[src/rtl/hud_stats_display.sv]
// hud_stats_display
//   Statistics overlay for the 1024x768 / 65 MHz video path. Keeps one
//   saturating BCD hit counter per channel and draws each counter as a row of
//   7-segment glyphs at a fixed screen origin. A channel flashes in FLASH_COLOR
//   for FLASH_FRAMES frames after every increment. The glyphs are merged onto
//   the incoming background pixel through a 2-stage pipeline.
//
// Ports
//   vclock    : pixel clock
//   reset     : asynchronous, active-low reset
//   write     : command strobe (one cycle)
//   op        : 00 LOAD, 01 INC, 10 CLEAR, 11 CLEAR_ALL
//   num       : LOAD value (clamped to 9, placed in the units digit)
//   blob      : target channel; values >= NUM_CH are ignored
//   blend     : 00 OR, 01 overwrite, 10 half-blend, 11 HUD off
//   hcount    : pixel column
//   vcount    : line
//   bg_pixel  : background pixel {r,g,b}
//   hud_pixel : merged pixel, 2 cycles after hcount/vcount/bg_pixel
module hud_stats_display #(
  parameter int          NUM_CH       = 4,
  parameter int          DIGITS       = 3,
  parameter int          X0           = 512,
  parameter int          Y0           = 0,
  parameter int          SCALE        = 2,
  parameter int          ROW_GAP      = 4,
  parameter int          FLASH_FRAMES = 30,
  parameter logic [23:0] COLOR        = 24'hFFFFFF,
  parameter logic [23:0] FLASH_COLOR  = 24'hFF0000
) (
  input  logic        vclock,
  input  logic        reset,
  input  logic        write,
  input  logic [1:0]  op,
  input  logic [3:0]  num,
  input  logic [3:0]  blob,
  input  logic [1:0]  blend,
  input  logic [10:0] hcount,
  input  logic [9:0]  vcount,
  input  logic [23:0] bg_pixel,
  output logic [23:0] hud_pixel
);

  localparam int CELL_W = 8 * SCALE;
  localparam int CELL_H = 16 * SCALE;
  localparam int PITCH  = CELL_H + ROW_GAP;
  localparam int CW     = 4 * DIGITS;
  localparam int FW     = $clog2(FLASH_FRAMES + 1);
  localparam int CH_W   = (NUM_CH > 1) ? $clog2(NUM_CH) : 1;

  localparam logic [1:0] OP_LOAD  = 2'b00;
  localparam logic [1:0] OP_INC   = 2'b01;
  localparam logic [1:0] OP_CLEAR = 2'b10;

  localparam logic [1:0] BL_OR    = 2'b00;
  localparam logic [1:0] BL_OVW   = 2'b01;
  localparam logic [1:0] BL_HALF  = 2'b10;

  // ---------------------------------------------------------------------------
  // Counters and flash timers. Counter is packed BCD, units digit in [3:0].
  // ---------------------------------------------------------------------------
  logic [CW-1:0] cnt_reg   [NUM_CH];
  logic [CW-1:0] cnt_next  [NUM_CH];
  logic [FW-1:0] flash_reg [NUM_CH];
  logic [FW-1:0] flash_next[NUM_CH];

  logic       frame_tick;
  logic [3:0] load_val;

  assign frame_tick = (hcount == 11'd0) && (vcount == 10'd0);
  assign load_val   = (num > 4'd9) ? 4'd9 : num;

  // Decimal +1 with saturation at all nines.
  function automatic logic [CW-1:0] bcd_inc(input logic [CW-1:0] v);
    logic [CW-1:0] r;
    logic          carry;
    r     = v;
    carry = 1'b1;
    if (v != {DIGITS{4'h9}}) begin
      for (int i = 0; i < DIGITS; i++) begin
        if (carry) begin
          if (r[i*4 +: 4] == 4'd9) begin
            r[i*4 +: 4] = 4'd0;
          end else begin
            r[i*4 +: 4] = r[i*4 +: 4] + 4'd1;
            carry       = 1'b0;
          end
        end
      end
    end
    return r;
  endfunction

  always_comb begin
    for (int i = 0; i < NUM_CH; i++) begin
      cnt_next[i]   = cnt_reg[i];
      flash_next[i] = flash_reg[i];
      if (frame_tick && (flash_reg[i] != '0))
        flash_next[i] = flash_reg[i] - FW'(1);
      // Commands are evaluated after the tick so an INC reload overrides the
      // decrement of the same cycle.
      if (write) begin
        case (op)
          OP_LOAD: begin
            if (blob == 4'(i)) cnt_next[i] = CW'(load_val);
          end
          OP_INC: begin
            if (blob == 4'(i)) begin
              cnt_next[i]   = bcd_inc(cnt_reg[i]);
              flash_next[i] = FW'(FLASH_FRAMES);
            end
          end
          OP_CLEAR: begin
            if (blob == 4'(i)) begin
              cnt_next[i]   = '0;
              flash_next[i] = '0;
            end
          end
          default: begin
            cnt_next[i]   = '0;
            flash_next[i] = '0;
          end
        endcase
      end
    end
  end

  always_ff @(posedge vclock or negedge reset) begin
    if (!reset) begin
      for (int i = 0; i < NUM_CH; i++) begin
        cnt_reg[i]   <= '0;
        flash_reg[i] <= '0;
      end
    end else begin
      for (int i = 0; i < NUM_CH; i++) begin
        cnt_reg[i]   <= cnt_next[i];
        flash_reg[i] <= flash_next[i];
      end
    end
  end

  // ---------------------------------------------------------------------------
  // Stage 1: locate the cell under the beam and fetch its digit.
  // ---------------------------------------------------------------------------
  logic [NUM_CH-1:0] row_hit;
  logic [DIGITS-1:0] col_hit;

  for (genvar gi = 0; gi < NUM_CH; gi++) begin : g_row
    assign row_hit[gi] = (int'(vcount) >= Y0 + gi * PITCH) &&
                         (int'(vcount) <  Y0 + gi * PITCH + CELL_H);
  end

  for (genvar gi = 0; gi < DIGITS; gi++) begin : g_col
    assign col_hit[gi] = (int'(hcount) >= X0 + gi * CELL_W) &&
                         (int'(hcount) <  X0 + gi * CELL_W + CELL_W);
  end

  logic [CH_W-1:0] ch_c;
  logic [CW-1:0]   sel_cnt;
  logic [3:0]      digit_c;
  logic            blank_c;
  logic            hit_c;
  logic [2:0]      gx_c;
  logic [3:0]      gy_c;
  int              row_base;
  int              col_base;

  always_comb begin
    ch_c     = '0;
    sel_cnt  = '0;
    digit_c  = '0;
    blank_c  = 1'b0;
    row_base = Y0;
    col_base = X0;
    for (int i = 0; i < NUM_CH; i++) begin
      if (row_hit[i]) begin
        ch_c     = CH_W'(i);
        sel_cnt  = cnt_reg[i];
        row_base = Y0 + i * PITCH;
      end
    end
    for (int j = 0; j < DIGITS; j++) begin
      if (col_hit[j]) begin
        col_base = X0 + j * CELL_W;
        digit_c  = sel_cnt[(DIGITS-1-j)*4 +: 4];
        // Leading zero: this digit and everything more significant is zero.
        blank_c  = (j != DIGITS - 1) && ((sel_cnt >> ((DIGITS-1-j)*4)) == '0);
      end
    end
    hit_c = (|row_hit) && (|col_hit) && !blank_c;
    gx_c  = 3'((int'(hcount) - col_base) / SCALE);
    gy_c  = 4'((int'(vcount) - row_base) / SCALE);
  end

  logic            s1_hit_reg;
  logic [CH_W-1:0] s1_ch_reg;
  logic [3:0]      s1_digit_reg;
  logic [2:0]      s1_gx_reg;
  logic [3:0]      s1_gy_reg;
  logic [23:0]     s1_bg_reg;
  logic [1:0]      s1_blend_reg;

  always_ff @(posedge vclock or negedge reset) begin
    if (!reset) begin
      s1_hit_reg   <= 1'b0;
      s1_ch_reg    <= '0;
      s1_digit_reg <= '0;
      s1_gx_reg    <= '0;
      s1_gy_reg    <= '0;
      s1_bg_reg    <= '0;
      s1_blend_reg <= '0;
    end else begin
      s1_hit_reg   <= hit_c;
      s1_ch_reg    <= ch_c;
      s1_digit_reg <= digit_c;
      s1_gx_reg    <= gx_c;
      s1_gy_reg    <= gy_c;
      s1_bg_reg    <= bg_pixel;
      s1_blend_reg <= blend;
    end
  end

  // ---------------------------------------------------------------------------
  // Stage 2: glyph rasterisation, colour select and blend.
  // ---------------------------------------------------------------------------
  // Segment bits {a,b,c,d,e,f,g}.
  function automatic logic [6:0] seg7(input logic [3:0] d);
    case (d)
      4'd0:    return 7'b1111110;
      4'd1:    return 7'b0110000;
      4'd2:    return 7'b1101101;
      4'd3:    return 7'b1111001;
      4'd4:    return 7'b0110011;
      4'd5:    return 7'b1011011;
      4'd6:    return 7'b1011111;
      4'd7:    return 7'b1110000;
      4'd8:    return 7'b1111111;
      4'd9:    return 7'b1111011;
      default: return 7'b0000000;
    endcase
  endfunction

  function automatic logic [7:0] half8(input logic [7:0] a, input logic [7:0] b);
    return {1'b0, a[7:1]} + {1'b0, b[7:1]};
  endfunction

  logic [6:0]  segs;
  logic        mid_x, left_x, right_x, upper_y, lower_y;
  logic        lit;
  logic        flash_on;
  logic [23:0] digit_color;
  logic [23:0] blended;
  logic [23:0] pix_next;

  always_comb begin
    segs    = seg7(s1_digit_reg);
    mid_x   = (s1_gx_reg >= 3'd1) && (s1_gx_reg <= 3'd6);
    left_x  = (s1_gx_reg <= 3'd1);
    right_x = (s1_gx_reg >= 3'd6);
    upper_y = (s1_gy_reg >= 4'd1) && (s1_gy_reg <= 4'd7);
    lower_y = (s1_gy_reg >= 4'd8) && (s1_gy_reg <= 4'd14);
    lit = s1_hit_reg && (
          (segs[6] && mid_x && (s1_gy_reg <= 4'd1))                         ||
          (segs[5] && right_x && upper_y)                                   ||
          (segs[4] && right_x && lower_y)                                   ||
          (segs[3] && mid_x && (s1_gy_reg >= 4'd14))                        ||
          (segs[2] && left_x && lower_y)                                    ||
          (segs[1] && left_x && upper_y)                                    ||
          (segs[0] && mid_x && ((s1_gy_reg == 4'd7) || (s1_gy_reg == 4'd8))));

    flash_on = 1'b0;
    for (int i = 0; i < NUM_CH; i++) begin
      if ((s1_ch_reg == CH_W'(i)) && (flash_reg[i] != '0)) flash_on = 1'b1;
    end
    digit_color = flash_on ? FLASH_COLOR : COLOR;

    case (s1_blend_reg)
      BL_OR:   blended = digit_color | s1_bg_reg;
      BL_OVW:  blended = digit_color;
      BL_HALF: blended = {half8(digit_color[23:16], s1_bg_reg[23:16]),
                          half8(digit_color[15:8],  s1_bg_reg[15:8]),
                          half8(digit_color[7:0],   s1_bg_reg[7:0])};
      default: blended = s1_bg_reg;
    endcase

    pix_next = lit ? blended : s1_bg_reg;
  end

  always_ff @(posedge vclock or negedge reset) begin
    if (!reset) hud_pixel <= 24'h0;
    else        hud_pixel <= pix_next;
  end

endmodule

[config.mk]
export PLATFORM = sky130hd
export DESIGN_NAME = hud_stats_display
export DESIGN_NICKNAME = d
export VERILOG_FILES = /design/src/rtl/hud_stats_display.sv
export SDC_FILE = /design/constraint.sdc
export NUM_CORES = 1
export LEC_CHECK = 0
export ABC_CLOCK_PERIOD_IN_PS = 3500
export CORE_ASPECT_RATIO = 1.5
export CORE_MARGIN = 2
export CORE_UTILIZATION = 26
export DETAILED_ROUTE_END_ITERATION = 10
export HOLD_SLACK_MARGIN = 0.1
export PLACE_DENSITY_LB_ADDON = 0.1
export SYNTH_ARGS = -nofsm -noshare
export SYNTH_HDL_FRONTEND = slang
export SYNTH_SLANG_ARGS = --single-unit
[constraint.sdc]
create_clock -name vclock -period 3.5 [get_ports vclock]
set_input_delay 1.05 -clock vclock [delete_from_list [all_inputs] [get_ports vclock]]
set_output_delay 1.05 -clock vclock [all_outputs]
set_load 0.01 [all_outputs]
==> out/qor.yml, run 1 <==
drt:
  drt_iter0_markers: 300
  via_count: 7178
  drt-total-wl_mm: 24.9
  remaining_drc_errors: 0
  drt-pass1-iter-count: 5
  wl_per_cell_um: 16.7
  antenna_violating_nets_post_route: 0
  drt-vias-per-instance: 4.80
synth:
  yosys_register_bits: 132
  yosysWarnings: 0
  synth_area_um2: 8370
  synth.lib_cells_used.distinct: 74
  async_reset_ff_share_pct: 100
  synth_ff_type: "dfrtp_1"
  syn_area_per_cell_um2: 9.30
  syn_nets: 1039
  syn_inst: 900
  synth-edff-count: 0
  ys_seq_area_share_pct: 39.5
run_status:
  run_status: "complete, no violations"
clock_network:
  count_of_clock_tree_sinks: 132
  holdBufCountCts: 0
  cts-buffers-inserted: 17
  clkLatencyLatePin_ns: 0.44
  cts_max_path_buffers: 2
  tritoncts: "done"
  worst_setup_hold_path_clk_slew_ns: 0.06
  cts-htree-levels: 4
  ctsRootBufferMaster: "clkbuf_16"
placement:
  routabilityCongestion: 0.811
  place.port_buffers: 83
  hpwl_mm: 19.4
  dpl-instance-area_um2: 10300
  placement.setup.worst_slack_ns: -0.251
die:
  die_area_um2: 33700
  io_pins: 84
  fp.dieW_um: 151
  die-height_um: 224
  fp-row-count: 80
  floorplan.initialDensity_pct: 26.4
  coreArea_um2: 31700
power:
  leakagePower_uw: 0.00492
  peakVddDrop_mv: 0.256
  cellPowerDensity_nw_per_um2: 438
sta:
  period_share_pct: 95.9
  tightest_slew_ns: 0.762
  final.setup.worst_slack_ns: 0.144
  layout_min_cycle_time_ns: 3.36
  timing.fmax_ghz: 0.298
  finalSetupViolCount: 0
  clock_tree_skew_after_final_layout_ns: 0.00833
  timing_max_transition_violations_final: 0
  rsz0062_at_grt: "false"
  final_hold_viol_count: 0
  timing.max_slew.rel_slack_pct: 49.1
worst_setup_path:
  crit_arrival_ns: 3.68
  startpoint_type: "flip-flop"
  worstSetupPathType: "flip-flop to flip-flop"
  worst-path-max-fanout: 8
  critical_path.endpoint_type: "flip-flop"
  worst_setup_path_startpoint: "flash_reg[0]"
  worstRegToRegCells: 11
  reg_to_reg_start: "flash_reg[0]"
  r2r_slack_ns: 0.14
  timing.critical_path.required_ns: 3.82
  r2r_end: "hud_pixel[7]"
layout:
  antenna_cells_inserted: 0
  layout-area-overhead-vs-synth_pct: 33.3
  largest_register_ffs: 48
  num-fill-cells: 3240
  multi_input_gate_area_um2: 4840
  layout.cell_area.non_filler_um2: 11200
  number_of_nets_at_the_end_of_the_flow: 1212
  post_route_cells_drive_above_1_share_pct: 17.1
  seqCellArea_um2: 3300
run:
  drv_cap: 0
global_routing:
  first_global_vias: 7487
  largest_net_degree_at_the_start_of_global_routing: 59
  globalRoute.totalOverflow: 0
  grtUsageTotal_pct: 15.4
  grt_antenna_before_repair: 0
  grt_pass1_wl_mm: 39.6
min_path:
  class_of_the_tightest_hold_or_removal_check: "flip-flop to flip-flop"
  worst_hold_startpoint: "s1_bg_reg[8]"
  min_delay_worst_endpoint: "hud_pixel[8]"
  whs_path_depth: 2
[cells by family after synthesis]
logic type                 count (synthesis)  share of synthesized area (%)
AOI/OAI and AO/OA                        241                           18.2
xor gates and xnor gates                  35                           3.66
adders and majority gates                 81                           12.3
buffers and inverters                     90                           4.10
DFF                                      132                           39.5
muxes                                     28                           3.78
and+or+nand+nor                          293                           18.5
[per-layer routing]
layer,GRT usage (%),routed length (um)
met2,29.8,13900
met5,0,0
met4,5.42,513
met3,2.81,697
met1,16.3,9770
[layout make-up]
cell class / instances / area share, %
clock buffers: 20 / 4.00
clock inverters: 12 / 1.83
inverters: 61 / 2.10
multi-input cells: 678 / 43.3
flip-flops and latches: 132 / 29.6
well taps: 410 / 4.60
repair buffers: 183 / 14.5
[Yosys cell counts (5+ instances only)]
cell / number / area, um^2
xnor2_1: 21 / 184
o22ai_1: 10 / 62.6
o31ai_1: 12 / 90.1
mux2i_1: 8 / 80.1
clkbuf_1: 20 / 75.1
o21ai_0: 77 / 385
o21ai_1: 11 / 55.1
nor2b_1: 7 / 43.8
nor3_1: 28 / 140
a221o_1: 7 / 70.1
o21a_1: 13 / 97.6
nand3_1: 34 / 170
a22o_1: 7 / 61.3
a21oi_1: 46 / 230
and3b_1: 7 / 61.3
nand2b_1: 16 / 100
inv_1: 60 / 225
a21boi_1: 7 / 52.6
mux2_2: 18 / 203
ha_1: 76 / 951
nand2_1: 73 / 274
buf_1: 5 / 18.8
a31oi_1: 6 / 37.5
xor2_1: 14 / 123
nand3b_1: 8 / 60.1
nor2_1: 65 / 244
dfrtp_1: 132 / 3300
and2_1: 6 / 37.5
and3_1: 7 / 43.8
a21o_1: 11 / 82.6
[cell usage in the layout, fill, tap and decap left out, drive strengths merged, types with 10 or more instances in the layout]
master / synthesis / routed
dfrtp: 132 / 132
buf: 9 / 101
o21ai: 89 / 89
clkdlybuf4s50: 0 / 79
ha: 76 / 76
nand2: 73 / 73
nor2: 65 / 65
inv: 61 / 60
a21oi: 46 / 46
nand3: 35 / 35
nor3: 29 / 29
xnor2: 21 / 21
clkbuf: 20 / 20
mux2: 19 / 19
nand2b: 16 / 16
xor2: 14 / 14
o21a: 13 / 13
o31ai: 12 / 12
a21o: 11 / 11
o22ai: 10 / 10
[how the worst max path moves through the flow]
| stage | depth (start not counted) | endpoint | slack (ns) |
|---|---|---|---|
| 2_1_floorplan | 13 | s1_gy_reg[1] | 0.01 |
| 3_5_place_dp | 13 | s1_gy_reg[2] | -0.25 |
| 5_1_grt | 11 | hud_pixel[7] | 0.007 |
| 4_1_cts | 12 | hud_pixel[7] | 0.01 |
| 3_3_place_gp | 12 | s1_gy_reg[1] | -0.25 |
| 6_report | 11 | hud_pixel[7] | 0.14 |
[repair_timing]
item | CTS | global route
pin swaps | 0 | 6
resized for setup | 2 | 35
endpoints found under the hold margin | 0 | 0
cloned | 0 | 0
setup buffers | 0 | 3
setup endpoints to repair | 4 | 9
[stage by stage]
step | TNS (ns) | utilization (%) | instances | hold slack [ns] | power, uW
2_1_floorplan | 0 | - | 900 | 0.459 | 2390
6_report | 0 | 35.2 | 1496 | 0.501 | 4890
5_1_grt | 0 | 35.2 | 1496 | 0.534 | 5180
3_5_place_dp | -2.00 | 32.6 | 1461 | 0.474 | 2850
3_3_place_gp | -2.45 | 32.6 | 1461 | 0.499 | 2850
4_1_cts | 0 | 34.7 | 1493 | 0.502 | 4910
[worst max-delay path, stage by stage (launching register included)]
cell and delay [ns]:
dfrtp_1 0.39, inv_2 0.07, ha_1 0.14, or4b_4 0.49, mux4_2 0.68, buf_6 0.19
ha_1 0.28, or2_2 0.28, and3_1 0.20, nor3_1 0.14, o21ai_0 0.12, mux2_2 0.27
[power by group]
group / internal, uW / switching [uW]
combinational: 541 / 538
clock: 1280 / 721
sequential: 1650 / 155
total: 3480 / 1410
Power figures use the tool's default switching activity.
==> inputs of run 2 (changes only) <==
--- a/config.mk
+++ b/config.mk
@@ -5,13 +5,15 @@
 export SDC_FILE = /design/constraint.sdc
 export NUM_CORES = 1
 export LEC_CHECK = 0
-export ABC_CLOCK_PERIOD_IN_PS = 3500
+export ABC_CLOCK_PERIOD_IN_PS = 3600
 export CORE_ASPECT_RATIO = 1.5
 export CORE_MARGIN = 2
 export CORE_UTILIZATION = 26
 export DETAILED_ROUTE_END_ITERATION = 10
 export HOLD_SLACK_MARGIN = 0.1
 export PLACE_DENSITY_LB_ADDON = 0.1
+export REMOVE_ABC_BUFFERS = 1
+export SKIP_LAST_GASP = 1
 export SYNTH_ARGS = -nofsm -noshare
 export SYNTH_HDL_FRONTEND = slang
 export SYNTH_SLANG_ARGS = --single-unit
==> constraint.sdc (replaced) <==
create_clock -name vclock -period 3.6 [get_ports vclock]
set_input_delay 1.08 -clock vclock [delete_from_list [all_inputs] [get_ports vclock]]
set_output_delay 1.08 -clock vclock [all_outputs]
set_load 0.01 [all_outputs]
==> run 2 against run 1 <==
  * Cell area decreased by 1.8%
  * Core utilization fell by 0.64 points
  * Via count decreased by 0.25%
  * Flip-flop and latch count unchanged
  * Sequential power down 3%
  * Clock power is 6% lower
  * Largest cell class unchanged
  * Highest routed layer unchanged
  * Final cell count shrank 0.94%
  * Die area unchanged
  * Critical endpoint is now hud_pixel[15]
  * Total power is 5.1% lower
  * Critical path depth up 1
==> out/qor.yml, run 2 (synthesis gave the netlist of run 1 again) <==
worst_setup_path:
  worst-path-max-fanout: 5  # -3
  crit_arrival_ns: 3.74  # +0.06 ns
  crit_top_cell: "ha_1"
  crit_chain: "inv_1 > ha_1 > or4b_4 > mux4_2 > buf_12 > buf_4 > ha_1 > or2_2 > and3_1 > nor3_2 > o21ai_0 > mux2_2"
  slowest_delay_ns: 0.61  # -0.07 ns
  worstSetupPathType: "flip-flop to flip-flop"
  crit_path_top_delay_cell: "mux4_2"
  timing.critical_path.required_ns: 3.92  # +0.10 ns
  startpoint_type: "flip-flop"
  critical_path.endpoint_type: "flip-flop"
sta:
  setup_tns_ns: 0  # unchanged
  timing_max_transition_violations_final: 0  # unchanged
  layout_min_cycle_time_ns: 3.42  # +0.0648 ns
  final_hold_viol_count: 0  # unchanged
  finalSetupViolCount: 0  # unchanged
  whs_ns: 0.491  # -0.0101 ns
  timing.max_slew.rel_slack_pct: 51.6  # +2.5 points
  timing.fmax_ghz: 0.292  # -1.9%
  tightest_slew_ns: 0.725  # -0.0372 ns
  clock_tree_skew_after_final_layout_ns: 0.00686  # -0.00147 ns
  period_share_pct: 95.0  # -0.86 points
  rsz0062_at_grt: "false"
drt:
  via_count: 7160  # -0.25%
  drt-pass1-iter-count: 5  # unchanged
  drt_iter0_markers: 257  # -14%
  wl_per_cell_um: 16.7  # +0.54%
  drt-total-wl_mm: 24.8  # -0.40%
  antenna_violating_nets_post_route: 0  # unchanged
  remaining_drc_errors: 0  # unchanged
  drt-vias-per-instance: 4.83  # +0.69%
placement:
  routabilityCongestion: 0.804  # -0.86%
  dpl-instance-area_um2: 10200  # -1.0%
  place.port_buffers: 83  # unchanged
  hpwl_mm: 18.9  # -2.5%
die:
  fp-row-count: 80  # unchanged
  die_area_um2: 33700  # unchanged
  die-height_um: 224  # unchanged
  floorplan.initialDensity_pct: 26.4  # unchanged
  coreArea_um2: 31700  # unchanged
  io_pins: 84  # unchanged
  fp.dieW_um: 151  # unchanged
clock_network:
  clkLatencyLatePin_ns: 0.44  # about the same
  cts_max_path_buffers: 2  # unchanged
  worst_setup_hold_path_clk_slew_ns: 0.06  # about the same
  holdBufCountCts: 0  # unchanged
  cts-buffers-inserted: 17  # unchanged
  ctsRootBufferMaster: "clkbuf_16"
  tritoncts: "done"
  count_of_clock_tree_sinks: 132  # unchanged
  cts-htree-levels: 4  # unchanged
layout:
  number_of_nets_at_the_end_of_the_flow: 1199  # -1.1%
  final_cell_mix: "dfrtp_1 (132), buf_4 (84), clkdlybuf4s50_1 (79)"
  layout-area-overhead-vs-synth_pct: 30.8
  postLayoutCoreUtil_pct: 34.5  # -0.64 points
  layout.cells.most_common: "dfrtp_1"
  antenna_cells_inserted: 0  # unchanged
  largest_register_ffs: 48  # unchanged
  post_route_cells_drive_above_1_share_pct: 14.6  # -2.5 points
  layout.cell_area.non_filler_um2: 11000  # -1.8%
power:
  leakagePower_uw: 0.00486  # -1.3%
  cellPowerDensity_nw_per_um2: 424  # -3.3%
  peakVddDrop_mv: 0.240  # -6.2%
  power.total_uw: 4640  # -5.1%
global_routing:
  globalRoute.totalOverflow: 0  # unchanged
  first_global_vias: 7352  # -1.8%
  largest_net_degree_at_the_start_of_global_routing: 62  # +5.1%
  grt_antenna_before_repair: 0  # unchanged
  grt_pass1_wl_mm: 39.6  # -0.12%
  grtUsageTotal_pct: 15.3  # -0.095 points
run_status:
  run_status: "complete, no violations"
min_path:
  class_of_the_tightest_hold_or_removal_check: "flip-flop to flip-flop"
run:
  drv_cap: 0  # unchanged
-- run 2: changes by cell type in the layout (fill, tap and decap cells not counted), moves of 3 or more --
cell and delta:
ha_4 -5, ha_1 +6, o21ai_1 -3, o21ai_0 +4, buf_4 -10, clkinv_4 -3
buf_6 -5
-- run 2: metrics by stage --
step	std cells	setup slack, ns
after CTS	1478	0.0501
after floorplan	871	0.181
after global routing	1482	0.00372
after global placement	1447	-0.207
after detailed placement	1447	-0.250
final	1482	0.179
-- run 2: where the power goes --
part	total [uW]	switching [uW]	internal, uW
combinational	996	505	491
sequential	1760	157	1610
clock	1880	676	1210
-- run 2: per-layer routing --
layer | global-route usage [%] | wire (um) | vias up
met3 | 2.38 | 725 | 25
met4 | 5.30 | 476 | 0
met2 | 29.0 | 13500 | 110
met5 | 0 | 0 | -
met1 | 17.0 | 10200 | 3484
li1 | - | - | 3541
-- run 2: path summary, 6_finish.rpt --
kind | from | end | slack (ns) | cells past startpoint
max reg2reg | flash_reg[0] | hud_pixel[15] | 0.18 | 12
min in group asynchronous | reset | s1_gy_reg[3] | 0.63 | 1
max | flash_reg[0] | hud_pixel[15] | 0.18 | 12
min reg2reg | s1_bg_reg[0] | hud_pixel[0] | 0.49 | 2
max in group asynchronous | reset | flash_reg[17] | 2.20 | 2
min | s1_bg_reg[0] | hud_pixel[0] | 0.49 | 2
-- run 2: area by class of cell --
type	count	area (um^2)
multi-input combinational	679	4770
inverter	61	229
tap	410	513
fill	3233	20800
clock buffer	22	474
clock inverter	9	151
timing repair buffer	169	1510
sequential	132	3300
-- run 2: worst max-delay path, delay by kind of cell, from the launching register on --
kind / cells / cell delay [ns]
AOI/OAI and AO/OA: 1 / 0.11
and+or+nand+nor: 4 / 1.12
DFF: 1 / 0.37
muxes: 2 / 0.88
adders and majority gates: 2 / 0.45
buffers and inverters: 3 / 0.38
-- run 2: repair_timing --
| action | 4_1_cts | 5_1_grt |
|---|---|---|
| endpoints found under the setup margin | 0 | 8 |
| setup buffers | 0 | 3 |
| resized for setup | 0 | 10 |
==> inputs of run 3 (changes only) <==
--- a/config.mk
+++ b/config.mk
@@ -6,6 +6,7 @@
 export NUM_CORES = 1
 export LEC_CHECK = 0
 export ABC_CLOCK_PERIOD_IN_PS = 3600
+export CAP_MARGIN = 20
 export CORE_ASPECT_RATIO = 1.5
 export CORE_MARGIN = 2
 export CORE_UTILIZATION = 26
@@ -13,7 +14,6 @@
 export HOLD_SLACK_MARGIN = 0.1
 export PLACE_DENSITY_LB_ADDON = 0.1
 export REMOVE_ABC_BUFFERS = 1
-export SKIP_LAST_GASP = 1
 export SYNTH_ARGS = -nofsm -noshare
 export SYNTH_HDL_FRONTEND = slang
 export SYNTH_SLANG_ARGS = --single-unit
==> results of run 3 <==
The final DEF is identical to that of run 2; final timing and power are the same.
